[config.mk]
export PLATFORM = sky130hd
export DESIGN_NAME = grid_player_ctrl
export DESIGN_NICKNAME = d
export VERILOG_FILES = /design/src/rtl/grid_player_ctrl.sv
export SDC_FILE = /design/constraint.sdc
export NUM_CORES = 1
export LEC_CHECK = 0
export CAP_MARGIN = 5
export CORE_ASPECT_RATIO = 1.2
export CORE_MARGIN = 1
export CORE_UTILIZATION = 25
export DETAILED_ROUTE_END_ITERATION = 12
export SLEW_MARGIN = 15
export SYNTH_ARGS = -nofsm -noshare
export SYNTH_HDL_FRONTEND = slang
export SYNTH_SLANG_ARGS = --single-unit
[constraint.sdc]
create_clock -name clk -period 2.3 [get_ports clk]
set_input_delay 0.345 -clock clk [delete_from_list [all_inputs] [get_ports clk]]
set_output_delay 0.345 -clock clk [all_outputs]
set_load 0.05 [all_outputs]
[src/rtl/grid_player_ctrl.sv]
// Grid-based player controller: steps a player around a bounded playfield on frame
// triggers and runs a timed sword attack. Optional post-attack lockout: ATTACK_COOLDOWN_EN.
module grid_player_ctrl #(
  parameter int X_BITS          = 4,
  parameter int Y_BITS          = 4,
  parameter int X_MIN           = 0,
  parameter int X_MAX           = 15,
  parameter int Y_MIN           = 2,
  parameter int Y_MAX           = 11,
  parameter int RESET_X         = 1,
  parameter int RESET_Y         = 3,
  parameter int ATTACK_FRAMES   = 5,
  parameter int COOLDOWN_FRAMES = 4
) (
  input  logic                     clk,
  input  logic                     reset,
  input  logic                     trigger,
  input  logic [9:0]               input_data,
  output logic [X_BITS+Y_BITS-1:0] player_pos,
  output logic [1:0]               player_direction,
  output logic [1:0]               player_orientation,
  output logic [X_BITS+Y_BITS-1:0] sword_position,
  output logic                     sword_visible,
  output logic [1:0]               sword_orientation,
  output logic [1:0]               state
);

  typedef enum logic [1:0] {
    ST_IDLE     = 2'b00,
    ST_ATTACK   = 2'b01,
    ST_COOLDOWN = 2'b10
  } state_e;

  localparam logic [1:0] DIR_UP    = 2'b00;
  localparam logic [1:0] DIR_RIGHT = 2'b01;
  localparam logic [1:0] DIR_DOWN  = 2'b10;
  localparam logic [1:0] DIR_LEFT  = 2'b11;

  localparam logic [X_BITS-1:0] XMIN_L = X_BITS'(X_MIN);
  localparam logic [X_BITS-1:0] XMAX_L = X_BITS'(X_MAX);
  localparam logic [Y_BITS-1:0] YMIN_L = Y_BITS'(Y_MIN);
  localparam logic [Y_BITS-1:0] YMAX_L = Y_BITS'(Y_MAX);
  localparam logic [X_BITS-1:0] XRST_L = X_BITS'(RESET_X);
  localparam logic [Y_BITS-1:0] YRST_L = Y_BITS'(RESET_Y);
  localparam logic [5:0]        ATK_LAST = 6'(ATTACK_FRAMES - 1);
  localparam logic [5:0]        CD_LAST  = 6'(COOLDOWN_FRAMES - 1);

  state_e            state_q, state_d;
  logic [5:0]        cnt_q, cnt_d;
  logic [X_BITS-1:0] pos_x_q, pos_x_d;
  logic [Y_BITS-1:0] pos_y_q, pos_y_d;
  logic [1:0]        dir_q, dir_d;
  logic [1:0]        orient_q, orient_d;
  logic [X_BITS-1:0] sword_x_q, sword_x_d;
  logic [Y_BITS-1:0] sword_y_q, sword_y_d;
  logic              sword_vis_q, sword_vis_d;
  logic [1:0]        sword_dir_q, sword_dir_d;

  logic              btn_attack;
  logic              has_dir;
  logic [1:0]        pick_dir;
  logic [1:0]        eff_dir;
  logic [X_BITS-1:0] move_x, off_x;
  logic [Y_BITS-1:0] move_y, off_y;
  logic              unused_low_bits;

  assign unused_low_bits = ^input_data[4:0];

  // True when one tile further in direction d is still inside the playfield.
  function automatic logic can_step(input logic [1:0] d,
                                    input logic [X_BITS-1:0] x,
                                    input logic [Y_BITS-1:0] y);
    case (d)
      DIR_UP:    can_step = (y > YMIN_L);
      DIR_RIGHT: can_step = (x < XMAX_L);
      DIR_DOWN:  can_step = (y < YMAX_L);
      default:   can_step = (x > XMIN_L);
    endcase
  endfunction

  // Controller decode; right > left > down > up when several are held.
  always_comb begin
    btn_attack = input_data[9];
    has_dir    = |input_data[8:5];
    pick_dir   = DIR_UP;
    if (input_data[8])      pick_dir = DIR_RIGHT;
    else if (input_data[7]) pick_dir = DIR_LEFT;
    else if (input_data[6]) pick_dir = DIR_DOWN;
    eff_dir = has_dir ? pick_dir : dir_q;
  end

  // Candidate step (bound-clamped) and sword tile (one tile ahead of the player).
  always_comb begin
    move_x = pos_x_q;
    move_y = pos_y_q;
    if (can_step(pick_dir, pos_x_q, pos_y_q)) begin
      case (pick_dir)
        DIR_UP:    move_y = pos_y_q - Y_BITS'(1);
        DIR_RIGHT: move_x = pos_x_q + X_BITS'(1);
        DIR_DOWN:  move_y = pos_y_q + Y_BITS'(1);
        default:   move_x = pos_x_q - X_BITS'(1);
      endcase
    end
    off_x = pos_x_q;
    off_y = pos_y_q;
    case (eff_dir)
      DIR_UP:    off_y = pos_y_q - Y_BITS'(1);
      DIR_RIGHT: off_x = pos_x_q + X_BITS'(1);
      DIR_DOWN:  off_y = pos_y_q + Y_BITS'(1);
      default:   off_x = pos_x_q - X_BITS'(1);
    endcase
  end

  always_comb begin
    state_d     = state_q;
    cnt_d       = cnt_q;
    pos_x_d     = pos_x_q;
    pos_y_d     = pos_y_q;
    dir_d       = dir_q;
    orient_d    = orient_q;
    sword_x_d   = sword_x_q;
    sword_y_d   = sword_y_q;
    sword_vis_d = sword_vis_q;
    sword_dir_d = sword_dir_q;
    if (trigger) begin
      case (state_q)
        ST_IDLE: begin
          if (btn_attack) begin
            dir_d = eff_dir;
            if (eff_dir[0]) orient_d = eff_dir;
            sword_dir_d = eff_dir;
            sword_x_d   = off_x;
            sword_y_d   = off_y;
            // The sword is drawn only if its tile is on the playfield.
            sword_vis_d = can_step(eff_dir, pos_x_q, pos_y_q);
            cnt_d       = 6'd0;
            state_d     = ST_ATTACK;
          end else if (has_dir) begin
            dir_d   = pick_dir;
            if (pick_dir[0]) orient_d = pick_dir;
            pos_x_d = move_x;
            pos_y_d = move_y;
          end
        end
        ST_ATTACK: begin
          if (cnt_q == ATK_LAST) begin
            sword_vis_d = 1'b0;
            cnt_d       = 6'd0;
`ifdef ATTACK_COOLDOWN_EN
            state_d     = ST_COOLDOWN;
`else
            state_d     = ST_IDLE;
`endif
          end else begin
            cnt_d = cnt_q + 6'd1;
          end
        end
        ST_COOLDOWN: begin
          if (has_dir) begin
            dir_d   = pick_dir;
            if (pick_dir[0]) orient_d = pick_dir;
            pos_x_d = move_x;
            pos_y_d = move_y;
          end
          if (cnt_q == CD_LAST) begin
            cnt_d   = 6'd0;
            state_d = ST_IDLE;
          end else begin
            cnt_d = cnt_q + 6'd1;
          end
        end
        default: begin
          cnt_d   = 6'd0;
          state_d = ST_IDLE;
        end
      endcase
    end
  end

  always_ff @(posedge clk or posedge reset) begin
    if (reset) begin
      state_q     <= ST_IDLE;
      cnt_q       <= 6'd0;
      pos_x_q     <= XRST_L;
      pos_y_q     <= YRST_L;
      dir_q       <= DIR_RIGHT;
      orient_q    <= DIR_RIGHT;
      sword_x_q   <= '0;
      sword_y_q   <= '0;
      sword_vis_q <= 1'b0;
      sword_dir_q <= DIR_RIGHT;
    end else begin
      state_q     <= state_d;
      cnt_q       <= cnt_d;
      pos_x_q     <= pos_x_d;
      pos_y_q     <= pos_y_d;
      dir_q       <= dir_d;
      orient_q    <= orient_d;
      sword_x_q   <= sword_x_d;
      sword_y_q   <= sword_y_d;
      sword_vis_q <= sword_vis_d;
      sword_dir_q <= sword_dir_d;
    end
  end

  assign player_pos         = {pos_x_q, pos_y_q};
  assign player_direction   = dir_q;
  assign player_orientation = orient_q;
  assign sword_position     = {sword_x_q, sword_y_q};
  assign sword_visible      = sword_vis_q;
  assign sword_orientation  = sword_dir_q;
  assign state              = state_q;

endmodule

* Word-level counts from Yosys, hierarchy flattened *
Cells that the tools add are included.

cells by class
  add/sub/neg operators = 5
  $mul = 0
  div/mod/pow operators = 0
  order comparisons = 4
  eq/ne operators = 13
  shift operators = 0
  mux-type cells = 34
  bitwise gates (word level) = 0
  reductions and logical operators = 16

operator list
  operator                                            number
  case mux 4 bit (2 select lines)                     6
  two-way mux 4 bit                                   6
  two-way mux 2 bit                                   11
  two-way mux 6 bit                                   3
  case mux 6 bit (3 select lines)                     1
  AND reduction 3 bit                                 3
  adder 4 x 1 -> 4 bit, second input constant         2
  < comparator 4 bit, second input constant           2
  inequality test 2 bit, second input constant        4
  AND reduction 4 bit                                 2
  subtractor 4 x 1 -> 4 bit, second input constant    2
  adder 6 x 1 -> 6 bit, second input constant         1
  == test 2 x 1 -> 1 bit, second input constant       3
  == test 2 bit, second input constant                3
  == test 6 x 2 -> 1 bit, second input constant       1
  == test 6 x 3 -> 1 bit, second input constant       1
  zero test 2 bit                                     3
  case mux 1 bit (3 select lines)                     2
  case mux 2 bit (3 select lines)                     1
  OR reduction 2 bit                                  3
  > comparator 4 x 1 -> 1 bit, second input constant  1
  > comparator 4 x 2 -> 1 bit, second input constant  1
  case mux 2 bit (2 select lines)                     1
  AND reduction 2 bit                                 2
  5 further kinds                                     7

storage, ports and cells
  bits in registers = 31
  latch bits = 0
  RAM bits = 0
  memory bits (read-only) = 0
  input bits = 13
  logic and storage cells = 82
  memories kept = 0

* Depth between registers and ports, before layout *
Gate-level depths: netlist of the first run.

  depth after elaboration = 10
  depth in mapped cells = 8
  mapped depth without buffers = 7

* Least setup slack after synthesis of the first run *
Ideal clock, no wire load.

  path type = register to register
  from = register pos_y_q[0]
  to = register pos_y_q[2]
  library setup time = 0.083 ns
  arrival = 2.058 ns
  required time = 2.217 ns
  slack = 0.159 ns
  stages on the path, launching flop included = 8
  buffers on the path = 0
  clock period less this slack = 2.141 ns
  path through = dfstp_2 -> inv_1 -> ha_1 -> nand2b_1 -> a2111oi_2 -> o2111ai_1 -> nor2_1 -> xor2_1

on the way
  longest elaborated chain between the ends = 6
  elaborated cells on any way between the ends = 10
  those cells by class = add/sub: 2; order compare: 2; mux: 6

ends and longest elaborated chain
  what                                                                                       line      text
  from (decl)                                                                                51        logic [Y_BITS-1:0] pos_y_q, pos_y_d;
  from (signal assigned)                                                                     196       pos_y_q <= pos_y_d;
  adder 4 x 1 -> 4 bit (tied with other cells)                                               100       DIR_DOWN: move_y = pos_y_q + Y_BITS'(1);
  case mux 4 bit (2 select lines) / case mux 1 bit (3 select lines) (equally long branches)  97, 73
  two-way mux 4 bit *                                                                        96        if (can_step(pick_dir, pos_x_q, pos_y_q)) begin
  two-way mux 4 bit *                                                                        138, 159
  two-way mux 4 bit                                                                          128       if (btn_attack) begin
  case mux 4 bit (2 select lines) *                                                          126       case (state_q)

Every way passes the cells marked *; elsewhere a longest branch is shown, timed or not. The select of a mux whose other input is x is not followed.
A chain may end at the register's enable or synchronous reset.

* Worst setup path in the final report of the first run *
  from = register pos_y_q[0]
  to = output player_pos[0]

RTL lines
  what       line  text
  to (decl)  19    output logic [X_BITS+Y_BITS-1:0] player_pos,

No word-level cell between the ends.

==> flow_metrics.env, run 1 <==
export IMPL_cp_max_fo=6
export IMPL_die_area_sq_um=7470
export IMPL_syn_nets=206
export IMPL_htree_levels=2
export IMPL_numCtsBuffers=5
export IMPL_netlist_area_leader_share_pct=33.7
export IMPL_drt_total_wl_um=3980
export IMPL_synth_edf_count=0
export IMPL_path_class="reg2out"
export IMPL_cts_setup_buffers=0
export IMPL_grt_antenna_before_repair=0
export IMPL_grt_max_degree=30
export IMPL_synth_area_leader_cell="dfrtp_1"
export IMPL_clockRootBuffer="clkbuf_8"
export IMPL_wl_per_cell_um=12.7
export IMPL_pin_count=38
export IMPL_syn_to_final_growth_pct=28.4
export IMPL_reg2reg_from="pos_y_q[0]$_DFFE_PP1P_"
export IMPL_overflow=0
export IMPL_drt_first_pass_iters=4
export IMPL_cts_sinks=29
export IMPL_hold_viol=0
export IMPL_ys_types=40
export IMPL_ys_seq_elements=29
export IMPL_grt_pass1_vias=1444
export IMPL_dp_final_hpwl_um=2900
export IMPL_fp_coreArea_sq_um=6850
export IMPL_yosysMostFrequentCell="nand2_1"
export IMPL_die_w_um=79.1
export IMPL_cts_buffer_depth=2
export IMPL_post_route_min_period_ns=2.12
export IMPL_layout_drive_gt1_share_pct=16.0
export IMPL_status="finished clean"
export IMPL_ctsHoldBuffers=0
export IMPL_cts_reportedPaths_clkPinSlew_ns=0.07
export IMPL_grt_pass1_wl_um=6780
export IMPL_fill_cells=743
export IMPL_setup_viol=0
export IMPL_vias=1389
export IMPL_start_kind="register"
export IMPL_finalCritPeriodShare_pct=92.2
export IMPL_fin_setup_tns_ns=0
export IMPL_seq_area_frac_synth_pct=41.1
export IMPL_drc_errors=0
export IMPL_fin_ws_ns=0.178
export IMPL_cp_end_kind="output port"
export IMPL_final_antenna_net_count=0
export IMPL_synth_avg_cell_area_sq_um=9.59
export IMPL_rsz0062_at_grt="false"
export IMPL_viasPerCell=4.45
export IMPL_synthTopCellsByCount="nand2_1, dfrtp_1, o21ai_0"
export IMPL_cts_resized_gates=0
export IMPL_finalMaxSlewViolations=0
export IMPL_regArea_sq_um=732
export IMPL_cp_arrival_ns=1.78
export IMPL_rows=33
export IMPL_async_reset_ff_share_pct=100
export IMPL_yosys_warnings=0
export IMPL_multiInputGateArea_sq_um=957
export IMPL_die_h_um=94.5
export IMPL_p_per_area_nw_per_um2=1460
export IMPL_ys_top_cells_by_area="dfrtp_1, dfstp_2, nand2_1"
export IMPL_place_gp_congestion=0.804
export IMPL_synthCells=186
export IMPL_reg2reg_to="pos_y_q[2]$_DFFE_PP0P_"
export IMPL_reg2reg_slack_ns=0.29
export IMPL_start_util_pct=26.0
export IMPL_slew_headroom_pct=66.1
export IMPL_p_leak_nw=0.987
export IMPL_fin_skew_ns=0.0116
export IMPL_syn_area_sq_um=1780
export IMPL_port_buffers=30
export IMPL_reg2reg_depth=7
export IMPL_synthFlopType="dfrtp_1"
export IMPL_hp_class="in2async"
export IMPL_n_antenna_cell=0
export IMPL_fmaxAchievable_ghz=0.471
export IMPL_grt_usage_pct=11.8
export IMPL_insertion_delay_ns=0.28
export IMPL_final_nets=244
export IMPL_final_util_pct=33.4
export IMPL_initialDrtViolationCount=50
export IMPL_worstPathRequired_ns=1.96
export IMPL_pre_cts_ws_ns=0.0963
export IMPL_worst_slew_pin_slew_ns=0.507
export IMPL_maxCapViolCount=0
export IMPL_tritoncts="yes"
export IMPL_ir_drop_mv=0.721
[sequential cells by signal, summed over array words and instances (netlist names)]
name and flops:
sword_y_q 4, player_orientation 1, sword_visible 1, pos_x_q 4
sword_orientation 2, sword_x_q 4, cnt_q 6, player_direction 2
state 1, pos_y_q 4
[metal layers]
metal / GRT usage, % / vias up / wire [um]
met5: 0 / - / 0
met3: 2.13 / 9 / 128
met2: 20.5 / 26 / 1980
met4: 4.39 / 0 / 69
li1: - / 698 / -
met1: 14.4 / 656 / 1800
[final cells by class]
class / instances / share of cell area, %
Tap cell: 87 / 4.75
Inverter: 9 / 1.48
Clock inverter: 2 / 0.437
Timing Repair Buffer: 40 / 16.4
Sequential cell: 29 / 32.0
Multi-Input combinational cell: 139 / 41.8
Clock buffer: 6 / 3.17
[cell usage in the layout (no fill, tap or decap), drive strengths merged, types with 3 or more instances in the layout]
cell type,n
xor2,7
nand2,27
xnor2,9
and3,3
dfrtp,24
and2,4
a21oi,5
dfstp,5
mux2,6
o21ai,14
ha,7
nand2b,3
mux2i,9
clkdlybuf4s50,30
inv,9
clkbuf,6
buf,10
nor2,14
nor3,6
nand3,5
[power breakdown]
| group | internal (W) | switching (W) | leakage (nW) | total (W) |
|---|---|---|---|---|
| Sequential | 0.000765 | 0.000236 | 0.359 | 0.00100 |
| Combinational | 0.000722 | 0.00121 | 0.584 | 0.00193 |
| Clock | 0.000209 | 0.000199 | 0.0450 | 0.000408 |
[kinds of logic after synthesis]
family                   count (synthesis)  synth area share (%)
AND/OR/NAND/NOR                         69                  18.4
AO/OA/AOI/OAI                           30                  13.3
flip-flops                              29                  41.1
buffers and inverters                   18                  5.26
XOR/XNOR                                16                  7.86
multiplexers                            15                  8.84
adder cells (fa/ha/maj)                  7                  4.91
other                                    2                 0.421
[worst max-delay path: stages, from the launching register on]
cell and delay (ns):
dfstp_2 0.53, buf_4 0.15, clkdlybuf4s50_1 0.81
[worst max-delay path by stage]
stage,start,to,cells past startpoint
5_1_grt,pos_y_q[0]$_DFFE_PP1P_,pos_y_q[2]$_DFFE_PP0P_,7
3_3_place_gp,input_data[7],sword_y_q[3]$_DFFE_PP0P_,6
3_5_place_dp,input_data[7],sword_y_q[3]$_DFFE_PP0P_,6
6_report,pos_y_q[0]$_DFFE_PP1P_,player_pos[0],2
2_1_floorplan,pos_y_q[0]$_DFFE_PP1P_,pos_y_q[2]$_DFFE_PP0P_,7
4_1_cts,pos_y_q[0]$_DFFE_PP1P_,player_pos[0],2
[per-stage QoR]
stage	cell area, sq um	hold slack [ns]	total power, W	instances
5_1_grt	2290	0.493	0.00355	312
3_3_place_gp	2210	0.459	0.00292	304
3_5_place_dp	2210	0.462	0.00294	304
4_1_cts	2290	0.455	0.00337	312
2_1_floorplan	1780	0.419	0.00233	186
6_report	2290	0.434	0.00334	312
(Power assumes the default switching activity.)
==> inputs of run 2 (changes only) <==
- PLACE_DENSITY_LB_ADDON: not set -> 0.3
==> flow_metrics.env, run 2 (synthesized netlist as in run 1, its figures left out) <==
export IMPL_layout_drive_gt1_share_pct=15.6
export IMPL_cp_end_kind="register"
export IMPL_die_h_um=94.5
export IMPL_fp_coreArea_sq_um=6850
export IMPL_grt_antenna_before_repair=0
export IMPL_status="finished clean"
export IMPL_grt_pass1_vias=1474
export IMPL_reg2reg_slack_ns=0.23
export IMPL_post_route_min_period_ns=2.07
export IMPL_htree_levels=2
export IMPL_maxCapViolCount=0
export IMPL_vias=1416
export IMPL_overflow=0
export IMPL_finalMaxSlewViolations=0
export IMPL_cp_arrival_ns=2.27
export IMPL_stdcell_area_sq_um=2310
export IMPL_final_common_cell="clkdlybuf4s50_1"
export IMPL_drt_first_pass_iters=4
export IMPL_cts_sinks=29
export IMPL_cp_max_fo=5
export IMPL_start_kind="register"
export IMPL_cts_setup_buffers=0
export IMPL_start_util_pct=26.0
export IMPL_fin_skew_ns=0.00874
export IMPL_ir_drop_mv=0.761
export IMPL_final_antenna_net_count=0
export IMPL_rows=33
export IMPL_largest_reg_flops=6
export IMPL_top_usage_layer="met2"
export IMPL_syn_to_final_growth_pct=29.5
export IMPL_fill_cells=735
export IMPL_wl_per_cell_um=12.5
export IMPL_grt_max_degree=30
export IMPL_setup_viol=0
export IMPL_largest_register="cnt_q"
export IMPL_worstPathRequired_ns=2.50
export IMPL_cts_reportedPaths_clkPinSlew_ns=0.07
export IMPL_worst_slew_pin_slew_ns=0.512
export IMPL_grt_pass1_wl_um=6910
export IMPL_die_w_um=79.1
export IMPL_clockRootBuffer="clkbuf_8"
export IMPL_numCtsBuffers=5
export IMPL_slew_headroom_pct=65.8
export IMPL_insertion_delay_ns=0.29
export IMPL_hold_viol=0
export IMPL_rsz0062_at_grt="false"
export IMPL_dp_final_hpwl_um=2900
export IMPL_grtUsageMet2_pct=19.7
export IMPL_grt_util_met1_pct=14.7
export IMPL_p_leak_nw=0.992
export IMPL_final_nets=244
export IMPL_initialDrtViolationCount=72
export IMPL_placed_area_sq_um=2220
export IMPL_port_buffers=30
export IMPL_ctsHoldBuffers=0
export IMPL_hp_class="in2async"
export IMPL_cts_resized_gates=0
export IMPL_grt_usage_pct=11.9
export IMPL_drc_errors=0
export IMPL_cts_buffer_depth=2
export IMPL_fmaxAchievable_ghz=0.484
export IMPL_finalCritPeriodShare_pct=89.8
export IMPL_n_antenna_cell=0
export IMPL_viasPerCell=4.54
export IMPL_reg2reg_depth=7
export IMPL_tritoncts="yes"
export IMPL_die_area_sq_um=7470
export IMPL_path_class="reg2reg"
export IMPL_pin_count=38
export IMPL_use_met3_pct=3.00
export IMPL_fin_setup_tns_ns=0
export IMPL_final_cell_mix="clkdlybuf4s50_1, nand2_1, dfrtp_1"
export IMPL_place_gp_congestion=0.779
export IMPL_drt_total_wl_um=3910
export IMPL_reg2reg_from="pos_y_q[0]$_DFFE_PP1P_"
export IMPL_reg2reg_to="pos_y_q[2]$_DFFE_PP0P_"
export IMPL_p_per_area_nw_per_um2=1460
-- run 2: layout make-up --
| class | count | area (sq um) | area share [%] |
|---|---|---|---|
| multi-input combinational | 139 | 957 | 41.4 |
| sequential | 29 | 732 | 31.7 |
| timing repair buffer | 40 | 388 | 16.8 |
| tap | 87 | 109 | 4.71 |
| clock buffer | 8 | 90.1 | 3.90 |
| inverter | 9 | 33.8 | 1.46 |
-- run 2: layer usage --
layer	vias to the layer above	wire (um)	share of wire, %
li1	699	-	-
met1	680	1770	45
met2	29	1900	49
met3	8	170	4.3
met4	0	69	1.8
met5	-	0	0
-- run 2: worst max-delay path by stage --
stage	from	end	slack [ns]
after floorplan	pos_y_q[0]$_DFFE_PP1P_	pos_y_q[2]$_DFFE_PP0P_	0.16
after global placement	input_data[8]	sword_visible$_DFFE_PP0P_	0.11
after detailed placement	input_data[8]	sword_visible$_DFFE_PP0P_	0.09
after CTS	pos_y_q[0]$_DFFE_PP1P_	pos_y_q[2]$_DFFE_PP0P_	0.22
after global routing	pos_y_q[0]$_DFFE_PP1P_	pos_y_q[2]$_DFFE_PP0P_	0.05
final	pos_y_q[0]$_DFFE_PP1P_	pos_y_q[2]$_DFFE_PP0P_	0.23
-- run 2: critical path: stages, from the launching register on --
cell and delay (ns):
dfstp_2 0.57, inv_1 0.08, ha_1 0.18, nand2b_1 0.16, a2111oi_2 0.35, o2111ai_1 0.27
nor2_1 0.21, xor2_1 0.17
-- run 2: metrics by stage --
step	util, %	setup slack, ns	power (W)	hold WS, ns	instances
floorplan	-	0.159	0.00233	0.419	186
global placement	32.4	0.110	0.00294	0.460	304
detailed placement	32.4	0.0949	0.00294	0.466	304
CTS	33.7	0.216	0.00340	0.454	312
global route	33.7	0.0537	0.00360	0.484	312
finish	33.7	0.234	0.00337	0.425	312
-- run 2: report_power, final --
part	switching, W	total (W)	internal (W)
combinational	0.00120	0.00193	0.000724
clock	0.000191	0.000435	0.000244
sequential	0.000239	0.00101	0.000766
